### config.mk
export PLATFORM = sky130hd
export DESIGN_NAME = fwd_hazard_scoreboard
export DESIGN_NICKNAME = d
export VERILOG_FILES = /design/src/rtl/fwd_hazard_scoreboard.sv
export SDC_FILE = /design/constraint.sdc
export NUM_CORES = 1
export LEC_CHECK = 0
export ABC_CLOCK_PERIOD_IN_PS = 5300
export BUFFER_PORTS_ARGS = -buffer_cell sky130_fd_sc_hd__buf_4
export CORE_MARGIN = 10
export CORE_UTILIZATION = 23
export DETAILED_ROUTE_END_ITERATION = 10
export PLACE_DENSITY = 0.46
export SLEW_MARGIN = 40
export SYNTH_ARGS = -nofsm -noshare
export SYNTH_HDL_FRONTEND = slang
export SYNTH_SLANG_ARGS = --single-unit
### constraint.sdc
create_clock -name clk -period 5.3 [get_ports clk]
set_input_delay 1.06 -clock clk [delete_from_list [all_inputs] [get_ports clk]]
set_output_delay 1.06 -clock clk [all_outputs]
set_load 0.005 [all_outputs]
### src/rtl/fwd_hazard_scoreboard.sv
// Forwarding / load-use hazard unit that sits beside decode.
// A shift scoreboard holds {valid, rd, is_load} for the last DEPTH issued
// instructions (slot 1 = EX ... slot DEPTH = WB). Each source port picks the
// youngest matching producer. A match on a load that is too young raises a
// stall instead of a forward.
module fwd_hazard_scoreboard #(
    parameter int REG_ADDR_W = 5,
    parameter int NUM_SRC    = 2,
    parameter int DEPTH      = 3,
    parameter int LOAD_LAT   = 1,
    parameter int CNT_W      = 16,
    localparam int SEL_W     = $clog2(DEPTH + 1)
) (
    input  logic                          clk,
    input  logic                          rst_n,
    input  logic                          issue_valid,
    input  logic                          issue_we,
    input  logic                          issue_is_load,
    input  logic [REG_ADDR_W-1:0]         issue_rd,
    input  logic [NUM_SRC*REG_ADDR_W-1:0] src_addr,
    input  logic [NUM_SRC-1:0]            src_used,
    input  logic                          hold,
    input  logic                          flush,
    output logic [NUM_SRC*SEL_W-1:0]      fwd_sel,
    output logic                          stall,
    output logic [CNT_W-1:0]              stall_cnt
);

    // Scoreboard slots, index 1 is the youngest in-flight instruction.
    logic [DEPTH:1]          valid_r;
    logic [DEPTH:1]          load_r;
    logic [REG_ADDR_W-1:0]   rd_r [1:DEPTH];
    logic [CNT_W-1:0]        stall_cnt_r;

    logic [NUM_SRC*SEL_W-1:0] fwd_sel_s;
    logic [NUM_SRC-1:0]       hazard_s;
    logic                     stall_s;
    logic                     issue_take_s;

    // Per-port youngest-producer search. A young load wins the search but
    // yields a hazard, so an older producer behind it is never used.
    always_comb begin
        logic                  found_v;
        logic [REG_ADDR_W-1:0] src_v;
        fwd_sel_s = {(NUM_SRC*SEL_W){1'b0}};
        hazard_s  = {NUM_SRC{1'b0}};
        found_v   = 1'b0;
        src_v     = {REG_ADDR_W{1'b0}};
        for (int i = 0; i < NUM_SRC; i++) begin
            found_v = 1'b0;
            src_v   = src_addr[i*REG_ADDR_W +: REG_ADDR_W];
            for (int k = 1; k <= DEPTH; k++) begin
                if (!found_v && src_used[i] && valid_r[k] &&
                    (rd_r[k] == src_v) && (src_v != {REG_ADDR_W{1'b0}})) begin
                    found_v = 1'b1;
                    if (load_r[k] && (k <= LOAD_LAT)) begin
                        hazard_s[i] = 1'b1;
                    end else begin
                        fwd_sel_s[i*SEL_W +: SEL_W] = SEL_W'(k);
                    end
                end else begin
                    found_v = found_v;
                end
            end
        end
    end

    // Stall is the union of port hazards; only real register writers enter
    // the scoreboard, and never while decode is stalled.
    always_comb begin
        stall_s      = |hazard_s;
        issue_take_s = issue_valid && issue_we &&
                       (issue_rd != {REG_ADDR_W{1'b0}}) && !stall_s;
    end

    // Slot shift: flush empties everything, hold freezes, otherwise advance.
    always_ff @(posedge clk or negedge rst_n) begin
        if (!rst_n) begin
            valid_r <= {DEPTH{1'b0}};
            load_r  <= {DEPTH{1'b0}};
            for (int k = 1; k <= DEPTH; k++) begin
                rd_r[k] <= {REG_ADDR_W{1'b0}};
            end
        end else if (flush) begin
            valid_r <= {DEPTH{1'b0}};
            load_r  <= {DEPTH{1'b0}};
        end else if (hold) begin
            valid_r <= valid_r;
            load_r  <= load_r;
        end else begin
            for (int k = DEPTH; k >= 2; k--) begin
                valid_r[k] <= valid_r[k-1];
                load_r[k]  <= load_r[k-1];
                rd_r[k]    <= rd_r[k-1];
            end
            valid_r[1] <= issue_take_s;
            load_r[1]  <= issue_take_s && issue_is_load;
            rd_r[1]    <= issue_rd;
        end
    end

    // Saturating count of stall cycles that actually cost a pipeline step.
    always_ff @(posedge clk or negedge rst_n) begin
        if (!rst_n) begin
            stall_cnt_r <= {CNT_W{1'b0}};
        end else if (stall_s && !hold && !flush && (stall_cnt_r != {CNT_W{1'b1}})) begin
            stall_cnt_r <= stall_cnt_r + {{(CNT_W-1){1'b0}}, 1'b1};
        end else begin
            stall_cnt_r <= stall_cnt_r;
        end
    end

    assign fwd_sel   = fwd_sel_s;
    assign stall     = stall_s;
    assign stall_cnt = stall_cnt_r;

endmodule

Yosys cells after proc, flatten, opt, wreduce, memory -nomap -nowiden. Index checks and enable logic that the tools add are counted.

$add $sub $neg: 1. Eq/ne operators: 8. Multiplexer cells: 18. Bitwise gates (word level): 2. Reductions and logical operators: 41.

Operators by type and width (number): equality test 5 bit (6); logical AND 1 bit (29); adder 16 x 1 -> 16 bit (second input constant) (1); != test 16 bit (second input constant) (1); nonzero test 5 bit (3); two-way mux 1 bit (11); two-way mux 2 bit (5); logical NOT 1 bit (7); two-way mux 3 bit (2); != test 2 x 1 -> 1 bit (second input constant) (1); inverter 1 bit (2); AND reduction 2 bit (1); OR reduction 2 bit (1).

Bits in registers: 35. Input bits: 24.

Depth between registers and ports, before layout.
Depth after elaboration: 16. Mapped depth: 8.

Least setup slack after synthesis. Ideal clock, no wire load.

Path type: input to output. From: in src_addr[0]. To: out stall. Arrival time: 2160 ps. Data required time: 4240 ps. Slack: 2080 ps. Stages on the path: 6. Buffers on the path: 1. Cell sequence: or4_1 > o21ai_2 > nor3_2 > nor2_2 > buf_6 > nor2_1.

Word-level cells in the longest chain between the ends: 5.

RTL lines: start, declared (line 20) `input logic [NUM_SRC*REG_ADDR_W-1:0] src_addr,`; equality test 5 bit (line 54) `(rd_r[k] == src_v) && (src_v != {REG_ADDR_W{1'b0}})) begin`; logical AND 1 bit (line 53) `if (!found_v && src_used[i] && valid_r[k] &&`; logical AND 1 bit (*) (line 54); two-way mux 1 bit (*) (line 53); OR reduction 2 bit (*) (line 71) `stall_s = |hazard_s;`; end, declared (line 25) `output logic stall,`.

Every way passes the cells marked *; elsewhere a longest branch is shown, timed or not.

Worst setup path in the final report.
From: in src_addr[5]. To: out stall.

Same word-level chain as after synthesis.

==> impl_metrics.env <==
export IMPL_fp_dieH_um=113
export IMPL_gp_congestion=0.793
export IMPL_clk_latency_ns=0.29
export IMPL_setup_tns_ns=0
export IMPL_skew_ns=0.0138
export IMPL_hp_class="reg2reg"
export IMPL_register_area_um2=876
export IMPL_synth_ff_type="dfrtp_1"
export IMPL_rows=33
export IMPL_cts_sinks=35
export IMPL_seq_area_frac_synth_pct=44.0
export IMPL_first_global_vias=1557
export IMPL_critPathCaptureType="output pin"
export IMPL_synthTopCellsByCount="dfrtp_1 (35), xnor2_1 (23), xor2_1 (22), mux2_2 (15)"
export IMPL_cts_resized=0
export IMPL_wl_per_cell_um=15.8
export IMPL_drv_slew=0
export IMPL_vias_per_cell=4.44
export IMPL_period_share_pct=70.3
export IMPL_hold_viol=0
export IMPL_synth_warnings=0
export IMPL_grt_usage_pct=8.30
export IMPL_crit_type="in2out"
export IMPL_tightest_slew_ns=0.461
export IMPL_drv_cap=0
export IMPL_synthDistinctLibCells=36
export IMPL_clock_root_buffer="clkbuf_8"
export IMPL_firstDrtPassIters=4
export IMPL_power_density_nw_per_um2=260
export IMPL_setup_violations=0
export IMPL_drive_gt1_share_pct=32.5
export IMPL_grt_ovfl_total=0
export IMPL_synth_area_per_cell_um2=11.2
export IMPL_cp_max_fo=11
export IMPL_core_um2=8300
export IMPL_ios=45
export IMPL_cts_hold_buf=0
export IMPL_syn_to_final_growth_pct=27.0
export IMPL_synth_top_cells_by_area="dfrtp_1 (44%), xnor2_1 (10%), xor2_1 (9.7%)"
export IMPL_leakage_nw=1.15
export IMPL_grt_setup_unrepaired="false"
export IMPL_num_antenna_cells=0
export IMPL_layout_nets=252
export IMPL_period_needed_ns=3.72
export IMPL_multi_input_area_um2=1080
export IMPL_start_util_pct=24.0
export IMPL_grt_first_pass_wirelength_um=8460
export IMPL_synthArstFlopShare_pct=100
export IMPL_dieArea_um2=12800
export IMPL_postRouteAntennaNets=0
export IMPL_numCtsBuffers=5
export IMPL_drt_initial_drc_count=44
export IMPL_hpwlAfterDp_um=4200
export IMPL_relSlewSlack_pct=69.3
export IMPL_post_cts_setup_buffers=0
export IMPL_crit_path_start_kind="input port"
export IMPL_syn_num_nets=203
export IMPL_synth_seq_cells=35
export IMPL_cts_buffer_depth=2
export IMPL_clk_pin_slew_worst_paths_ns=0.07
export IMPL_routed_wl_um=5270
export IMPL_drt_drc_violations_left=0
export IMPL_syn_area_um2=1990
export IMPL_antenna_found_initial=0
export IMPL_required_ns=4.24
export IMPL_synth_most_common_cell="dfrtp_1"
export IMPL_cts_tree="built"
export IMPL_syn_inst=178
export IMPL_critPathArrivalTime_ns=2.66
export IMPL_grt_start_max_net_pins=36
export IMPL_final_core_util_pct=30.5
export IMPL_yosys_area_top_type="dfrtp_1"
export IMPL_netlist_area_leader_share_pct=44.0
export IMPL_nFillCells=843
export IMPL_synth_edff_count=0
export IMPL_htreeDepth=2
export IMPL_ir_worst_vdd_uv=71.8
export IMPL_fmax_ghz=0.268
export IMPL_die_x_um=113
export IMPL_status="finished, final reports clean"
export IMPL_io_buffers=44
export IMPL_vias=1480
## area by class of cell
type	instances	share of cell area, %
flip-flops and latches	35	34.6
well taps	105	5.20
multi-input cells	139	42.9
repair buffers	45	13.4
clock inverters	1	0.346
inverters	1	0.148
clock buffers	7	3.41
## routing by layer
| metal | GRT usage [%] | wire length, um | share of wire, % | up-vias |
|---|---|---|---|---|
| li1 | - | - | - | 749 |
| met4 | 3.47 | 67 | 1.3 | 0 |
| met3 | 1.90 | 164 | 3.1 | 4 |
| met2 | 14.2 | 2680 | 51 | 22 |
| met5 | 0 | 0 | 0 | - |
| met1 | 9.72 | 2360 | 45 | 705 |
## worst max-delay path, cell delays in order
cell and delay (ns):
buf_4 0.13, or4_1 0.54, nor2_1 0.25, nor4_2 0.11
nor2_2 0.35, nor2_1 0.07, buf_4 0.15
## worst paths after layout
check,from,end,slack [ns],cells past startpoint
max,src_addr[5],stall,1.58,7
max reg2reg,rd_r[10],load_r[1],3.33,6
min,stall_cnt[5],stall_cnt[5],0.51,1
min in group asynchronous,rst_n,rd_r[10],0.72,1
min reg2reg,stall_cnt[5],stall_cnt[5],0.51,1
max in group asynchronous,rst_n,valid_r[2],4.24,1
## cells by family after synthesis
| logic type | count (synthesis) | synth area share [%] |
|---|---|---|
| AND/OR/NAND/NOR | 65 | 19.5 |
| XOR/XNOR | 45 | 19.8 |
| flip-flops | 35 | 44.0 |
| multiplexers | 18 | 10.2 |
| AO/OA/AOI/OAI | 10 | 4.34 |
| buffers and inverters | 4 | 1.51 |
| adder cells (fa/ha/maj) | 1 | 0.628 |
## placed cells by master (no fill, tap or decap), types with 3 or more instances in the layout
cell type / synthesis / final
xnor2_1: 23 / 23
xor2_1: 22 / 22
nand2_1: 6 / 6
or4_1: 4 / 4
and4_1: 3 / 3
clkbuf_8: 0 / 6
nor4_1: 8 / 8
dfrtp_1: 35 / 35
mux2_2: 15 / 15
nand4_1: 9 / 9
buf_4: 0 / 45
nor3_1: 4 / 4
and2_1: 4 / 4
nor2_1: 6 / 6
nand3_1: 9 / 9
and3_1: 4 / 4
## power breakdown
part	switching [W]	internal, W	total, W
Clock	0.0000958	0.000106	0.000202
Combinational	0.0000519	0.0000715	0.000123
Sequential	0.0000375	0.000295	0.000333
Total	0.000185	0.000473	0.000659
## flip-flops by register name, indices dropped and copies added (netlist names)
name / cells
valid_r: 3
load_r: 1
rd_r: 15
stall_cnt: 16
## metrics by stage
| stage | power, W | hold WS (ns) | instances | setup WS (ns) | instance area, um^2 |
|---|---|---|---|---|---|
| after floorplan | 0.000412 | 0.481 | 178 | 2.08 | 1990 |
| after global placement | 0.000464 | 0.489 | 325 | 1.59 | 2430 |
| after detailed placement | 0.000462 | 0.493 | 325 | 1.56 | 2430 |
| after CTS | 0.000669 | 0.508 | 333 | 1.56 | 2530 |
| after global routing | 0.000698 | 0.527 | 333 | 1.43 | 2530 |
| final | 0.000659 | 0.508 | 333 | 1.58 | 2530 |
Note: power is estimated with default switching activity, not from simulation.
